==> src/rtl/bus_host_seq.sv <==
// bus_host_seq: walks address ranges on a native parallel bus, writing a
// pattern to every address, reading it back and accumulating mismatches.
// Ports: clk, rst (sync, active high); start -> busy / done / pass;
//   r_wn, addr, wdata, rdata: native bus (r_wn=0 is a write strobe);
//   err_count (saturating), first_err_addr: result of the last run.
// Option: define BUS_HOST_SEQ_INV_PASS_EN for a second, inverted pass.
module bus_host_seq #(
    parameter int ADDR_WIDTH   = 8,
    parameter int DATA_WIDTH   = 8,
    parameter int NUM_RANGES   = 2,
    parameter int RANGES [NUM_RANGES][2] = '{'{0, 4}, '{8, 12}},
    parameter int READ_LATENCY = 0,
    parameter int ERR_WIDTH    = 8
) (
    input  logic                  clk,
    input  logic                  rst,
    input  logic                  start,
    output logic                  r_wn,
    output logic [ADDR_WIDTH-1:0] addr,
    output logic [DATA_WIDTH-1:0] wdata,
    input  logic [DATA_WIDTH-1:0] rdata,
    output logic                  busy,
    output logic                  done,
    output logic                  pass,
    output logic [ERR_WIDTH-1:0]  err_count,
    output logic [ADDR_WIDTH-1:0] first_err_addr
);
    // One spare bit so that hi = 2**ADDR_WIDTH is representable.
    localparam int CW = ADDR_WIDTH + 1;
    localparam int IW = (NUM_RANGES > 1) ? $clog2(NUM_RANGES) : 1;

    typedef enum logic [2:0] {
        S_IDLE, S_LOAD, S_WRITE, S_READ,
        S_WAIT, S_CHECK, S_NEXT, S_FINISH
    } state_e;

    state_e                state_q;
    logic [IW-1:0]         idx_q;
    logic [CW-1:0]         cur_q;
    logic [2:0]            wait_q;
    logic [DATA_WIDTH-1:0] smp_q;
    logic                  seen_q;
    logic                  r_wn_q;
    logic [ADDR_WIDTH-1:0] addr_q;
    logic [DATA_WIDTH-1:0] wdata_q;
    logic                  busy_q;
    logic                  done_q;
    logic                  pass_q;
    logic [ERR_WIDTH-1:0]  err_q;
    logic [ADDR_WIDTH-1:0] ferr_q;

    logic [CW-1:0] lo_d;
    logic [CW-1:0] hi_d;
    logic [CW-1:0] cur_d;
    logic          idx_last_d;
    logic          miss_d;
    logic          inv_d;
    logic          last_pass_d;

    assign lo_d       = CW'(RANGES[idx_q][0]);
    assign hi_d       = CW'(RANGES[idx_q][1]);
    assign cur_d      = cur_q + 1'b1;
    assign idx_last_d = (int'(idx_q) == NUM_RANGES - 1);
    // X/Z on the sampled read data must count as a mismatch.
    assign miss_d     = (smp_q !== wdata_q);

`ifdef BUS_HOST_SEQ_INV_PASS_EN
    logic inv_q;
    assign inv_d       = inv_q;
    assign last_pass_d = inv_q;
`else
    assign inv_d       = 1'b0;
    assign last_pass_d = 1'b1;
`endif

    function automatic logic [DATA_WIDTH-1:0] pat(
        input logic [CW-1:0] a,
        input logic          inv
    );
        logic [DATA_WIDTH-1:0] p;
        p = DATA_WIDTH'(a) + DATA_WIDTH'(1);
        return inv ? ~p : p;
    endfunction

    always_ff @(posedge clk) begin
        if (rst) begin
            state_q <= S_IDLE;
            idx_q   <= '0;
            cur_q   <= '0;
            wait_q  <= '0;
            smp_q   <= '0;
            seen_q  <= 1'b0;
            r_wn_q  <= 1'b1;
            addr_q  <= '0;
            wdata_q <= '0;
            busy_q  <= 1'b0;
            done_q  <= 1'b0;
            pass_q  <= 1'b0;
            err_q   <= '0;
            ferr_q  <= '0;
`ifdef BUS_HOST_SEQ_INV_PASS_EN
            inv_q   <= 1'b0;
`endif
        end else begin
            unique case (state_q)
                S_IDLE: begin
                    if (start) begin
                        state_q <= S_LOAD;
                        busy_q  <= 1'b1;
                        err_q   <= '0;
                        ferr_q  <= '0;
                        pass_q  <= 1'b0;
                        seen_q  <= 1'b0;
                        idx_q   <= '0;
`ifdef BUS_HOST_SEQ_INV_PASS_EN
                        inv_q   <= 1'b0;
`endif
                    end
                end
                S_LOAD: begin
                    cur_q <= lo_d;
                    if (lo_d >= hi_d) begin
                        state_q <= S_NEXT;
                    end else begin
                        state_q <= S_WRITE;
                        r_wn_q  <= 1'b0;
                        addr_q  <= lo_d[ADDR_WIDTH-1:0];
                        wdata_q <= pat(lo_d, inv_d);
                    end
                end
                S_WRITE: begin
                    state_q <= S_READ;
                    r_wn_q  <= 1'b1;
                end
                S_READ: begin
                    if (READ_LATENCY == 0) begin
                        smp_q   <= rdata;
                        state_q <= S_CHECK;
                    end else begin
                        wait_q  <= '0;
                        state_q <= S_WAIT;
                    end
                end
                S_WAIT: begin
                    if (wait_q == 3'(READ_LATENCY - 1)) begin
                        smp_q   <= rdata;
                        state_q <= S_CHECK;
                    end else begin
                        wait_q <= wait_q + 1'b1;
                    end
                end
                S_CHECK: begin
                    if (miss_d) begin
                        if (err_q != '1) err_q <= err_q + 1'b1;
                        if (!seen_q) ferr_q <= cur_q[ADDR_WIDTH-1:0];
                        seen_q <= 1'b1;
                    end
                    cur_q <= cur_d;
                    if (cur_d == hi_d) begin
                        state_q <= S_NEXT;
                    end else begin
                        state_q <= S_WRITE;
                        r_wn_q  <= 1'b0;
                        addr_q  <= cur_d[ADDR_WIDTH-1:0];
                        wdata_q <= pat(cur_d, inv_d);
                    end
                end
                S_NEXT: begin
                    if (idx_last_d && last_pass_d) begin
                        state_q <= S_FINISH;
                        done_q  <= 1'b1;
                        pass_q  <= (err_q == '0);
                    end else begin
                        state_q <= S_LOAD;
                        idx_q   <= idx_last_d ? '0 : idx_q + 1'b1;
`ifdef BUS_HOST_SEQ_INV_PASS_EN
                        if (idx_last_d) inv_q <= 1'b1;
`endif
                    end
                end
                S_FINISH: begin
                    state_q <= S_IDLE;
                    done_q  <= 1'b0;
                    busy_q  <= 1'b0;
                end
                default: state_q <= S_IDLE;
            endcase
        end
    end

    assign r_wn           = r_wn_q;
    assign addr           = addr_q;
    assign wdata          = wdata_q;
    assign busy           = busy_q;
    assign done           = done_q;
    assign pass           = pass_q;
    assign err_count      = err_q;
    assign first_err_addr = ferr_q;

endmodule

==> config.mk <==
export PLATFORM = sky130hd
export DESIGN_NAME = bus_host_seq
export DESIGN_NICKNAME = d
export VERILOG_FILES = /design/src/rtl/bus_host_seq.sv
export SDC_FILE = /design/constraint.sdc
export NUM_CORES = 1
export LEC_CHECK = 0
export BUFFER_PORTS_ARGS = -buffer_cell sky130_fd_sc_hd__buf_2
export CORE_MARGIN = 1.5
export CORE_UTILIZATION = 50
export DETAILED_ROUTE_END_ITERATION = 16
export GPL_ROUTABILITY_DRIVEN = 0
export PLACE_DENSITY = 0.79
export RECOVER_POWER = 50
export SYNTH_ARGS = -nofsm -noshare
export SYNTH_HDL_FRONTEND = slang
export SYNTH_SLANG_ARGS = --single-unit
==> constraint.sdc <==
create_clock -name clk -period 5.69 [get_ports clk]
set_input_delay 0.8535 -clock clk [delete_from_list [all_inputs] [get_ports clk]]
set_output_delay 0.8535 -clock clk [all_outputs]
set_load 0.05 [all_outputs]
# Word-level counts from Yosys, hierarchy flattened
# Index checks and enable logic that the tools add are counted.
# op_classes
addsub	6
n_lt_le_gt_ge	2
n_eq_ne	19
n_mux	39
bitwise_logic	2
reduce_logical	21
# op_table
op	count
2-to-1 mux 41 bit	2
2-to-1 mux 8 bit	10
case mux 8 bit (2 select lines)	5
2-to-1 mux 36 bit	1
adder 8 x 1 -> 8 bit (second input constant)	3
case mux 3 bit (8 select lines)	1
case mux 9 bit (2 select lines)	1
inequality test 2 bit (second input constant)	8
equality test 3 bit (second input constant)	5
2-to-1 mux 3 bit	5
AND reduction 2 bit	6
AND reduction 3 bit	4
nonzero test 2 bit	6
case mux 1 bit (2 select lines)	5
adder 9 x 1 -> 9 bit (second input constant)	1
equality test 9 bit	1
>= comparator 9 bit	1
logical NOT 8 bit	1
2-to-1 mux 1 bit	8
inequality test 8 bit (second input constant)	1
case inequality test 8 bit	1
AND reduction 4 bit	2
equality test 3 x 2 -> 1 bit (second input constant)	2
adder 3 x 1 -> 3 bit (second input constant)	1
other kinds (8)	8
# totals
ff_bits	61
in_bits	11
out_inout_bits	36
word_cells	103

# Longest topological paths before layout
# Gate-level depths: netlist (run 1).
# depth
depth_word	7
ltp_mapped	8
ltp_nobuf	7

# Worst setup path before layout (run 1)
# OpenSTA, ideal clock, no wires.
# synth_path
kind	reg-to-reg
startpoint	register cur_q[0]
endpoint	register wdata_q[1], in the netlist wdata[1]
setup_ns	0.059
arrival_time_ns	2.054
required_ns	5.631
setup_slack_ns	3.576
path_stages_with_launch	9
n_path_buf	2
period_less_slack_ns	2.114
path_cell_list	dfxtp_1 > ha_1 > buf_6 > xor2_1 > or4_4 > a211o_2 > a21oi_4 > buf_6 > a22o_2
# synth_via
elab_chain_len	4
# synth_lines
item	line_no	rtl
from (decl)	39	logic [CW-1:0] cur_q;
from (signal assigned)	121	cur_q <= lo_d;
from (signal assigned)	158	cur_q <= cur_d;
adder 9 x 1 -> 9 bit *	62	assign cur_d = cur_q + 1'b1;
adder 8 x 1 -> 8 bit / equality test 9 bit (equally long branches)	81, 159	
2-to-1 mux 8 bit / inequality test 2 bit (equally long branches)	--	
case mux 8 bit (2 select lines) / AND reduction 3 bit (equally long branches)	--	
to (signal assigned)	128	wdata_q <= pat(lo_d, inv_d);
to (signal assigned)	165	wdata_q <= pat(cur_d, inv_d);
to (decl)	45	logic [DATA_WIDTH-1:0] wdata_q;
# Every way passes the cells marked *; elsewhere a longest branch is shown, timed or not. The select of a mux whose other input is x is not followed.
# A chain may end at the register's enable or synchronous reset.

==> results of run 1 <==
-- area by class of cell --
cell class / instances / area (µm²)
timing repair buffer: 46 / 184
fill: 573 / 2490
tap: 75 / 93.8
multi-input combinational: 255 / 1740
sequential: 61 / 1220
clock buffer: 12 / 145
clock inverter: 4 / 47.5
inverter: 18 / 67.6
-- state kept, by name (all words and copies together) (netlist names), 3 cells and up --
| name | cells |
|---|---|
| cur_q | 9 |
| addr | 8 |
| err_count | 8 |
| first_err_addr | 8 |
| smp_q | 8 |
| wdata | 8 |
| state_q | 3 |
| wait_q | 3 |
-- synth_stat cells (all sizes together) (3+ instances only) --
cell type  number
o21a            3
nor4            4
inv            18
clkbuf         10
o41ai           7
o2111ai         3
o31a            3
or3             3
a211oi          3
nor3            5
nand4           8
and3            4
xor2            5
mux2i          12
ha              6
o21ai          15
a31oi           4
nand2b          4
nor3b           8
nand3          10
a22oi           3
a21oi          23
xnor2          18
a32oi           8
buf            11
o2bb2ai         6
nand2          13
dfxtp          61
mux2            3
a22o            6
nor2           42
-- worst max-delay path by stage --
stage	slack, ps	startpoint	endpoint
after global placement	2990	rst	addr[0]
final	2330	rst	addr[2]
after floorplan	3580	cur_q[0]	wdata[1]
after detailed placement	2920	rst	addr[2]
after global routing	2120	rst	addr[0]
after CTS	3000	state_q[2]	addr[2]
-- critical path: stages --
cell and delay, ps:
clkbuf_1 1270, inv_2 460, nand2_1 540, nor2_1 210, a22o_2 250
-- where the power goes --
part	switching, mW	internal (mW)
Combinational	0.0652	0.0275
Sequential	0.0202	0.436
Clock	0.169	0.213
Total	0.254	0.676
-- layer usage --
layer,wire (µm),vias to the layer above,track usage,part of all wire
li1,-,1383,-,-
met1,3480,1305,0.323,0.48
met2,3250,77,0.338,0.44
met3,494,10,0.0670,0.068
met4,80,0,0.0610,0.011
met5,0,-,0,0
-- stage by stage --
| step | instances | power [mW] | hold slack, ps |
|---|---|---|---|
| 2_1_floorplan | 355 | 0.538 | 440 |
| 3_3_place_gp | 455 | 0.556 | 443 |
| 3_5_place_dp | 455 | 0.558 | 441 |
| 4_1_cts | 471 | 0.939 | 465 |
| 5_1_grt | 471 | 0.965 | 483 |
| 6_report | 471 | 0.931 | 464 |
-- cell families (layout without fill, tap and decap cells) --
| logic type | after synthesis | in the layout | share of synthesized area |
|---|---|---|---|
| DFF | 61 | 61 | 0.388 |
| muxes | 15 | 15 | 0.0489 |
| adders and majority gates | 6 | 6 | 0.0238 |
| buffers and inverters | 39 | 80 | 0.0588 |
| and+or+nand+nor | 113 | 113 | 0.190 |
| xor gates and xnor gates | 23 | 23 | 0.0640 |
| AOI/OAI and AO/OA | 98 | 98 | 0.227 |
==> run metrics, run 1 <==
peak supply drop between 0.0002 and 0.00025 V; clock slew at reported path FFs 60 ps; Root Buffer clkbuf_8; fin nets ~410; Critical Path Fanout Max 38; number of global-route vias before repair 2385; Achievable Freq 0.298 GHz; critical hold path startpoint addr[7]; placed inst area 3350 µm²; Max Cap Viol 1; clk_skew 9.70 ps; Cells after Synth 355; post-synthesis sequential area ratio 0.388; first-pass GRT wire length 11700 µm; WHS Endpoint addr[7]; Synth Register Bits 61; Synth warnings 0; Clock Sinks a little over 60; most frequent cells in the layout dfxtp_1, nor2_1, clkbuf_1, a21oi_1, xnor2_1; final max-slew violation count 39; deepest clock path buffer count 2; boundary pin count 47; Worst-Skew Late Latency 350 ps; RSZ-0062 raised after global routing no; Arr. time, crit path approximately 3600 ps; Mapped Nets between 300 and 400; area of the core 5990 µm²; Place WS 2920 ps; Reg2Reg Depth 5; Synth top area share 0.388; post-route cell area 3500 µm²; largest area contributor in the netlist dfxtp_1; synthesized area 3150 µm²; Min-Delay Path Class flip-flop to flip-flop; DR WL/cell 15.5 µm; setup ws final 2330 ps; Die X 82.3 µm; DRC violations left 0; ranking of synthesized cells by area dfxtp_1, xnor2_1, nor2_1; initial drt markers 162; height of the chip 82.3 µm; Fin. Hold Viols 0; FFs w/ async S/R, synth 0; htree depth 3; Setup Crit Path Kind input port to flip-flop; Finish-stage setup viols 0; Initial Util 0.525; Hold Path Stages 1; Tmin final 3360 ps; post-cts sizing count 0; GRT Total Usage 0.229; DR pass1 iterations 4; initial antenna violation count 0; diodes inserted 0; Power Density 266 nW/µm²; Crit path required time 5930 ps; P&R area growth vs syn 11.2%; Worst Setup End Kind flip-flop; Final Util 0.584; Slew Limit Headroom -0.207; number of synthesized flops with an enable pin 0; status complete, but fails checks; Setup Buffers After CTS 0; Avg Cell Area, Syn 8.87 µm²; Startpoint Class input port; Setup TNS 0 ps; Worst Tran Pin Value 1810 ps; hold-fix buffers at CTS 0; R2R Setup Slk 2970 ps; vias per cell 5.89; Lkg Pwr 1.23 nW; part of the cycle the worst path needs 0.590; library cells used by synthesis 59; share of layout cells above drive strength 1 0.111; RR Endpoint addr[2]; IO Port Bufs 46; die area 6780 µm²; TritonCTS Buffers 9; Main synth FF type dfxtp_1; commonest non-fill, non-tap cell in the layout dfxtp_1; Via Count 2775; CTS tree done; largest net degree at the start of global routing 39; floorplan row count 28; final WL 7310 µm; failing checks max-capacitance violations, max-slew violations; remaining global-route overflow 0; Antenna Nets Post-Route 0; r2r startpoint state_q[2]; HPWL Detailed 5020 µm
(Power assumes the default switching activity.)
==> run 2, diff against run 1 <==
--- a/config.mk
+++ b/config.mk
@@ -5,6 +5,7 @@
 export SDC_FILE = /design/constraint.sdc
 export NUM_CORES = 1
 export LEC_CHECK = 0
+export ABC_AREA = 1
 export BUFFER_PORTS_ARGS = -buffer_cell sky130_fd_sc_hd__buf_2
 export CORE_MARGIN = 1.5
 export CORE_UTILIZATION = 50
==> constraint.sdc (replaced) <==
create_clock -name clk -period 3.45 [get_ports clk]
set_input_delay 0.5175 -clock clk [delete_from_list [all_inputs] [get_ports clk]]
set_output_delay 0.5175 -clock clk [all_outputs]
set_load 0.05 [all_outputs]
==> run 2 against run 1 <==
The run now ends clean. Worst hold slack got worse by 35 ps. Setup slack got worse by 1200 ps. Die area increased by 2.1%. Sequential share of layout area decreased by 1.4 points. Combinational power increased to 5.4 times the previous value. Total power increased by 120%. Critical path depth increased by 5.
==> run metrics, run 2 <==
status completed (was complete, but fails checks); initial antenna violation count 0 (unchanged); Synth Register Bits 61 (unchanged); peak supply drop 0.000305 V (was 0.000207 V); DRC violations left 0 (unchanged); Via Count 3005 (was 2775); IO Port Bufs 46 (unchanged); Fin. Hold Viols 0 (unchanged); Switch Pwr 0.710 mW (was 0.254 mW); HPWL Detailed 5150 µm (was 5020 µm); Placed Cells 577 (was 455); first-pass GRT wire length 12200 µm (was 11700 µm); internal power 1.32 mW (was 0.676 mW); height of the chip 83.2 µm (was 82.3 µm); Arr. time, crit path 2650 ps (was 3600 ps); dominant cell by count in the synthesized netlist nand2_1 (was dfxtp_1); Finish-stage setup viols 0 (unchanged); largest area contributor in the netlist dfxtp_1 (unchanged); largest net degree at the start of global routing 32 (was 39); Synth warnings 0 (unchanged); DR pass1 iterations 4 (unchanged); vias per cell 5.07 (was 5.89); final WL 7250 µm (was 7310 µm); Largest register FFs 9 (unchanged); Clock Sinks 61 (unchanged); Power Density 557 nW/µm² (was 266 nW/µm²); remaining global-route overflow 0 (unchanged); Cells after Synth 468 (was 355); diodes inserted 0 (unchanged); hold-fix buffers at CTS 0 (unchanged); Synth top area share 0.379 (was 0.388); floorplan row count 29 (was 28); Lkg Pwr 1.50 nW (was 1.23 nW); fin nets 528 (was 408); Mapped Nets 485 (was 372); Worst Tran Pin Value 1340 ps (was 1810 ps); boundary pin count 47 (unchanged); Setup Crit Path Kind flip-flop to flip-flop (was input port to flip-flop); Root Buffer clkbuf_8 (unchanged); CTS tree done (unchanged); die area 6930 µm² (was 6780 µm²); Achievable Freq ~0.42 GHz; number of synthesized flops with an enable pin 0 (unchanged); clock slew at reported path FFs 70 ps (was 60 ps); FFs w/ async S/R, synth 0 (unchanged); Die X 83.2 µm (was 82.3 µm); Setup Buffers After CTS 0 (unchanged); layout filler cell count 617 (was 573); post-cts sizing count 0 (unchanged); final max-slew violation count 0 (was 39); RSZ-0062 raised after global routing no (unchanged); Worst-Skew Late Latency 350 ps (about the same); DR WL/cell 12.2 µm (was 15.5 µm); library cells used by synthesis 35 (was 59); GRT Total Usage 0.217 (was 0.229); Max Cap Viol 0 (was 1); Main synth FF type dfxtp_1 (unchanged); synthesized area 3220 µm² (was 3150 µm²); logic gate share of total power 0.248 (was 0.100); switching share of total power 0.349 (was 0.273); area of the core 6280 µm² (was 5990 µm²); commonest non-fill, non-tap cell in the layout nand2_1 (was dfxtp_1); post-synthesis sequential area ratio 0.379 (was 0.388); Antenna Nets Post-Route 0 (unchanged); htree depth 3 (unchanged); part of the cycle the worst path needs 0.683; share of layout cells above drive strength 1 0.107 (was 0.111); Clk network pwr share 0.352 (was 0.410); Setup TNS 0 ps (unchanged); Post-Layout Cell Count 593 (was 471); Min-Delay Path Class input port to flip-flop (was flip-flop to flip-flop); power share of the sequential group 0.400 (was 0.490); Startpoint Class flip-flop (was input port); Critical Path Fanout Max 19 (was 38); top cells by instance count after synthesis nand2_1, nor2_1, dfxtp_1 (was dfxtp_1, nor2_1, a21oi_1); ranking of synthesized cells by area dfxtp_1, nand2_1, nor2_1 (was dfxtp_1, xnor2_1, nor2_1); most frequent cells in the layout nand2_1, nor2_1, dfxtp_1, inv_1, nand3_1 (was dfxtp_1, nor2_1, clkbuf_1, a21oi_1, xnor2_1); P&R area growth vs syn 13.4% (was 11.2%); number of global-route vias before repair 2659 (was 2385); Slew Limit Headroom 0.109 (was -0.207); Worst Setup End Kind flip-flop (unchanged); clk_skew 7.75 ps (was 9.70 ps); Crit path required time 3740 ps (was 5930 ps); Most flops, register cur_q (unchanged); deepest clock path buffer count 2 (unchanged); Avg Cell Area, Syn 6.88 µm² (was 8.87 µm²); Initial Util 0.513 (was 0.525); TritonCTS Buffers 9 (unchanged); Tmin final 2360 ps; initial drt markers 199 (was 162)
## run 2: changes by cell type after synthesis, moves of 12 or more
cell	previous run	this run
nor2_1	41	69
nand2_1	13	103
nand3_1	9	47
a21oi_1	21	36
inv_1	17	50
mux2i_1	12	0
## run 2: power by group through the flow
stage / logic (mW) / registers (mW) / clock network [mW]
after floorplan: 0.282 / 0.957 / 0
after global placement: 0.505 / 0.826 / 0
after detailed placement: 0.512 / 0.828 / 0
after CTS: 0.515 / 0.812 / 0.728
after global routing: 0.557 / 0.821 / 0.753
final: 0.503 / 0.813 / 0.716
## run 2: worst paths after layout
| kind | depth (start not counted) | startpoint | to | slack (ps) |
|---|---|---|---|---|
| worst max-delay path | 10 | state_q[1] | first_err_addr[2] | 1090 |
| worst min-delay path | 3 | rdata[2] | smp_q[2] | 430 |
| worst max register to register | 10 | state_q[1] | first_err_addr[2] | 1090 |
| worst min register to register | 2 | wait_q[2] | wait_q[2] | 450 |
## run 2: per-layer routing
layer / GRT usage / vias up / share of wire
met2: 0.330 / 89 / 0.44
met5: 0 / - / 0
li1: - / 1568 / -
met1: 0.296 / 1334 / 0.48
met4: 0.0924 / 0 / 0.021
met3: 0.0487 / 14 / 0.060
## run 2: logic make-up (layout without fill, tap and decap cells)
group,Yosys count,in the layout,share of synthesized area
simple gates,260,260,0.384
buf+inv,71,119,0.0883
flops,61,61,0.379
compound gates,57,57,0.0894
xor+xnor,13,13,0.0354
fa+ha+maj,6,6,0.0233
## run 2: layout make-up
| class | count | area, µm² | area share |
|---|---|---|---|
| well taps | 77 | 96.3 | 0.0264 |
| clock buffers | 10 | 138 | 0.0377 |
| clock inverters | 6 | 86.3 | 0.0237 |
| flip-flops and latches | 61 | 1220 | 0.335 |
| inverters | 57 | 219 | 0.0600 |
| repair buffers | 46 | 185 | 0.0508 |
| multi-input cells | 336 | 1700 | 0.467 |
## run 2: per-stage QoR
| stage | util | power [mW] | instance area [µm²] | setup WS [ps] | hold slack [ps] |
|---|---|---|---|---|---|
| 6_report | 0.581 | 2.03 | 3650 | 1090 | 429 |
| 5_1_grt | 0.581 | 2.13 | 3650 | 818 | 438 |
| 4_1_cts | 0.590 | 2.05 | 3700 | 1430 | 416 |
| 3_5_place_dp | 0.554 | 1.34 | 3480 | 1450 | 451 |
| 3_3_place_gp | 0.554 | 1.33 | 3480 | 1500 | 437 |
| 2_1_floorplan | - | 1.24 | 3220 | 1520 | 427 |
## run 2: critical path, stage by stage, from the launching register on
cell	delay (ps)
dfxtp_1	530
nor2_8	100
nand2_1	560
inv_6	200
nand3_1	160
nand2_2	100
nor2_4	250
nand2_2	180
nand2_1	100
inv_1	40
nor2_1	80
==> run 3, diff against run 2 <==
==> constraint.sdc (replaced) <==
create_clock -name clk -period 2.2 [get_ports clk]
set_input_delay 0.33 -clock clk [delete_from_list [all_inputs] [get_ports clk]]
set_output_delay 0.33 -clock clk [all_outputs]
set_load 0.05 [all_outputs]
==> run 3 against run 2 <==
Total power up 52%. Critical path type unchanged. Combinational power is 59% higher. Sequential cell count unchanged. Die area unchanged. Routed wire length grew 2.6%. Final cell count rose by 0.51%. Maximum frequency is 21% higher. First-iteration DRC count increased by 2.0%. Sequential share of layout area is essentially flat. Critical path depth up 2.
==> run metrics, run 3 (same netlist as run 2, synthesis figures left out) <==
Place WS 257 ps (was 1450 ps); Clock Sinks 61 (unchanged); status completed (unchanged); Crit path required time 2440 ps (was 3740 ps); Die X 83.2 µm (unchanged); Setup Buffers After CTS 0 (unchanged); Initial Util 0.513 (unchanged); Critical Path Fanout Max 10 (was 19); height of the chip 83.2 µm (unchanged); P&R area growth vs syn 13.5% (was 13.4%); CTS tree done (unchanged); boundary pin count 47 (unchanged); Worst Setup End Kind flip-flop (unchanged); post-route cell area 3650 µm² (about the same); placed inst area 3500 µm² (was 3480 µm²); Worst-Skew Late Latency 340 ps (was 350 ps); peak supply drop 0.000455 V (was 0.000305 V); first-pass GRT wire length 12400 µm (was 12200 µm); GRT Total Usage 0.219 (was 0.217); CP Buf/Inv Count 1 (was 2); deepest clock path buffer count 2 (unchanged); Via Count 3049 (was 3005); number of global-route vias before repair 2775 (was 2659); final WL 7440 µm (was 7250 µm); Largest register FFs 9 (unchanged); vias per cell 5.12 (was 5.07); Arr. time, crit path 2190 ps (was 2650 ps); largest net degree at the start of global routing 31 (was 32); Fin. Hold Viols 0 (unchanged); diodes inserted 0 (unchanged); HPWL Detailed 5380 µm (was 5150 µm); Worst Tran Pin Value 621 ps (was 1340 ps); total power 3.08 mW (was 2.03 mW); commonest non-fill, non-tap cell in the layout nand2_1 (unchanged); most frequent cells in the layout nand2_1, nor2_1, dfxtp_1, inv_1, nand3_1 (unchanged); Post-Layout Cell Count 596 (was 593); Max Cap Viol 0 (unchanged); Placed Cells 580 (was 577); Setup TNS 0 ps (unchanged); Power Density 844 nW/µm² (was 557 nW/µm²); Finish-stage setup viols 0 (unchanged); Final Util 0.582 (was 0.581); share of layout cells above drive strength 1 0.112 (was 0.107); RSZ-0062 raised after global routing no (unchanged); Slowest-stage cell, CP dfxtp_1 (was nand2_1); DR WL/cell 12.5 µm (was 12.2 µm); Achievable Freq 0.512 GHz (was 0.425 GHz); Most flops, register cur_q (unchanged); post-cts sizing count 0 (unchanged); clock slew at reported path FFs 80 ps (was 70 ps); Slew Limit Headroom 0.588 (was 0.109); die area 6930 µm² (unchanged); part of the cycle the worst path needs 0.888 (was 0.683); DRC violations left 0 (unchanged); Setup Crit Path Kind flip-flop to flip-flop (unchanged); fin nets 531 (was 528); Tmin final 1950 ps (was 2360 ps); Root Buffer clkbuf_8 (unchanged); setup ws final 247 ps (was 1090 ps); CP max stage delay 500 ps (was 560 ps); DR pass1 iterations 4 (unchanged); Min-Delay Path Class input port to flip-flop (unchanged); hold-fix buffers at CTS 0 (unchanged); Lkg Pwr 1.51 nW (was 1.50 nW); initial drt markers 203 (was 199); htree depth 3 (unchanged); TritonCTS Buffers 9 (unchanged); final max-slew violation count 0 (unchanged); area of the core 6280 µm² (unchanged); floorplan row count 29 (unchanged); remaining global-route overflow 0 (unchanged); IO Port Bufs 46 (unchanged); crit-path cells ha_1 -> nand2_2 -> nor2_4 -> nand2_1 -> nand2_2 -> inv_2 -> nor2_4 -> nand3_4 -> nand2_8 -> nand2_4 -> nor2_1 -> nor2_1 (was nor2_8 -> nand2_1 -> inv_6 -> nand3_1 -> nand2_2 -> nor2_4 -> nand2_2 -> nand2_1 -> inv_1 -> nor2_1); Antenna Nets Post-Route 0 (unchanged); initial antenna violation count 0 (unchanged); delay-heaviest family, CP simple AND/OR/NAND/NOR gates (unchanged); clk_skew 12.1 ps (was 7.75 ps); Startpoint Class flip-flop (unchanged); Min Hold Slack 258 ps (was 429 ps)
-- run 3: tightest hold or removal path: stages --
cell     delay, ps
buf_2           80
o21ai_0         70
nor2_1          80
-- run 3: report_power, final --
part	switching [mW]	internal, mW
logic	0.591	0.208
clock network	0.452	0.556
registers	0.0741	1.20
total	1.12	1.97
-- run 3: cell type report --
cell class,count,area [µm²]
Tap cell,77,96.3
Timing Repair Buffer,49,204
Clock buffer,11,141
Fill cell,608,2620
Sequential cell,61,1220
Inverter,57,219
Multi-Input combinational cell,336,1710
Clock inverter,5,58.8
-- run 3: layer usage --
layer / track usage / part of all wire
met3: 0.0527 / 0.066
met5: 0 / 0
met4: 0.0894 / 0.014
met2: 0.349 / 0.45
met1: 0.285 / 0.47
-- run 3: worst paths after layout --
check,start,end,slack [ps],depth (start not counted)
worst max register to register,cur_q[0],wdata[4],250,12
worst max-delay path,cur_q[0],wdata[4],250,12
worst min register to register,wait_q[2],wait_q[2],450,2
worst min-delay path,rdata[1],smp_q[1],260,3
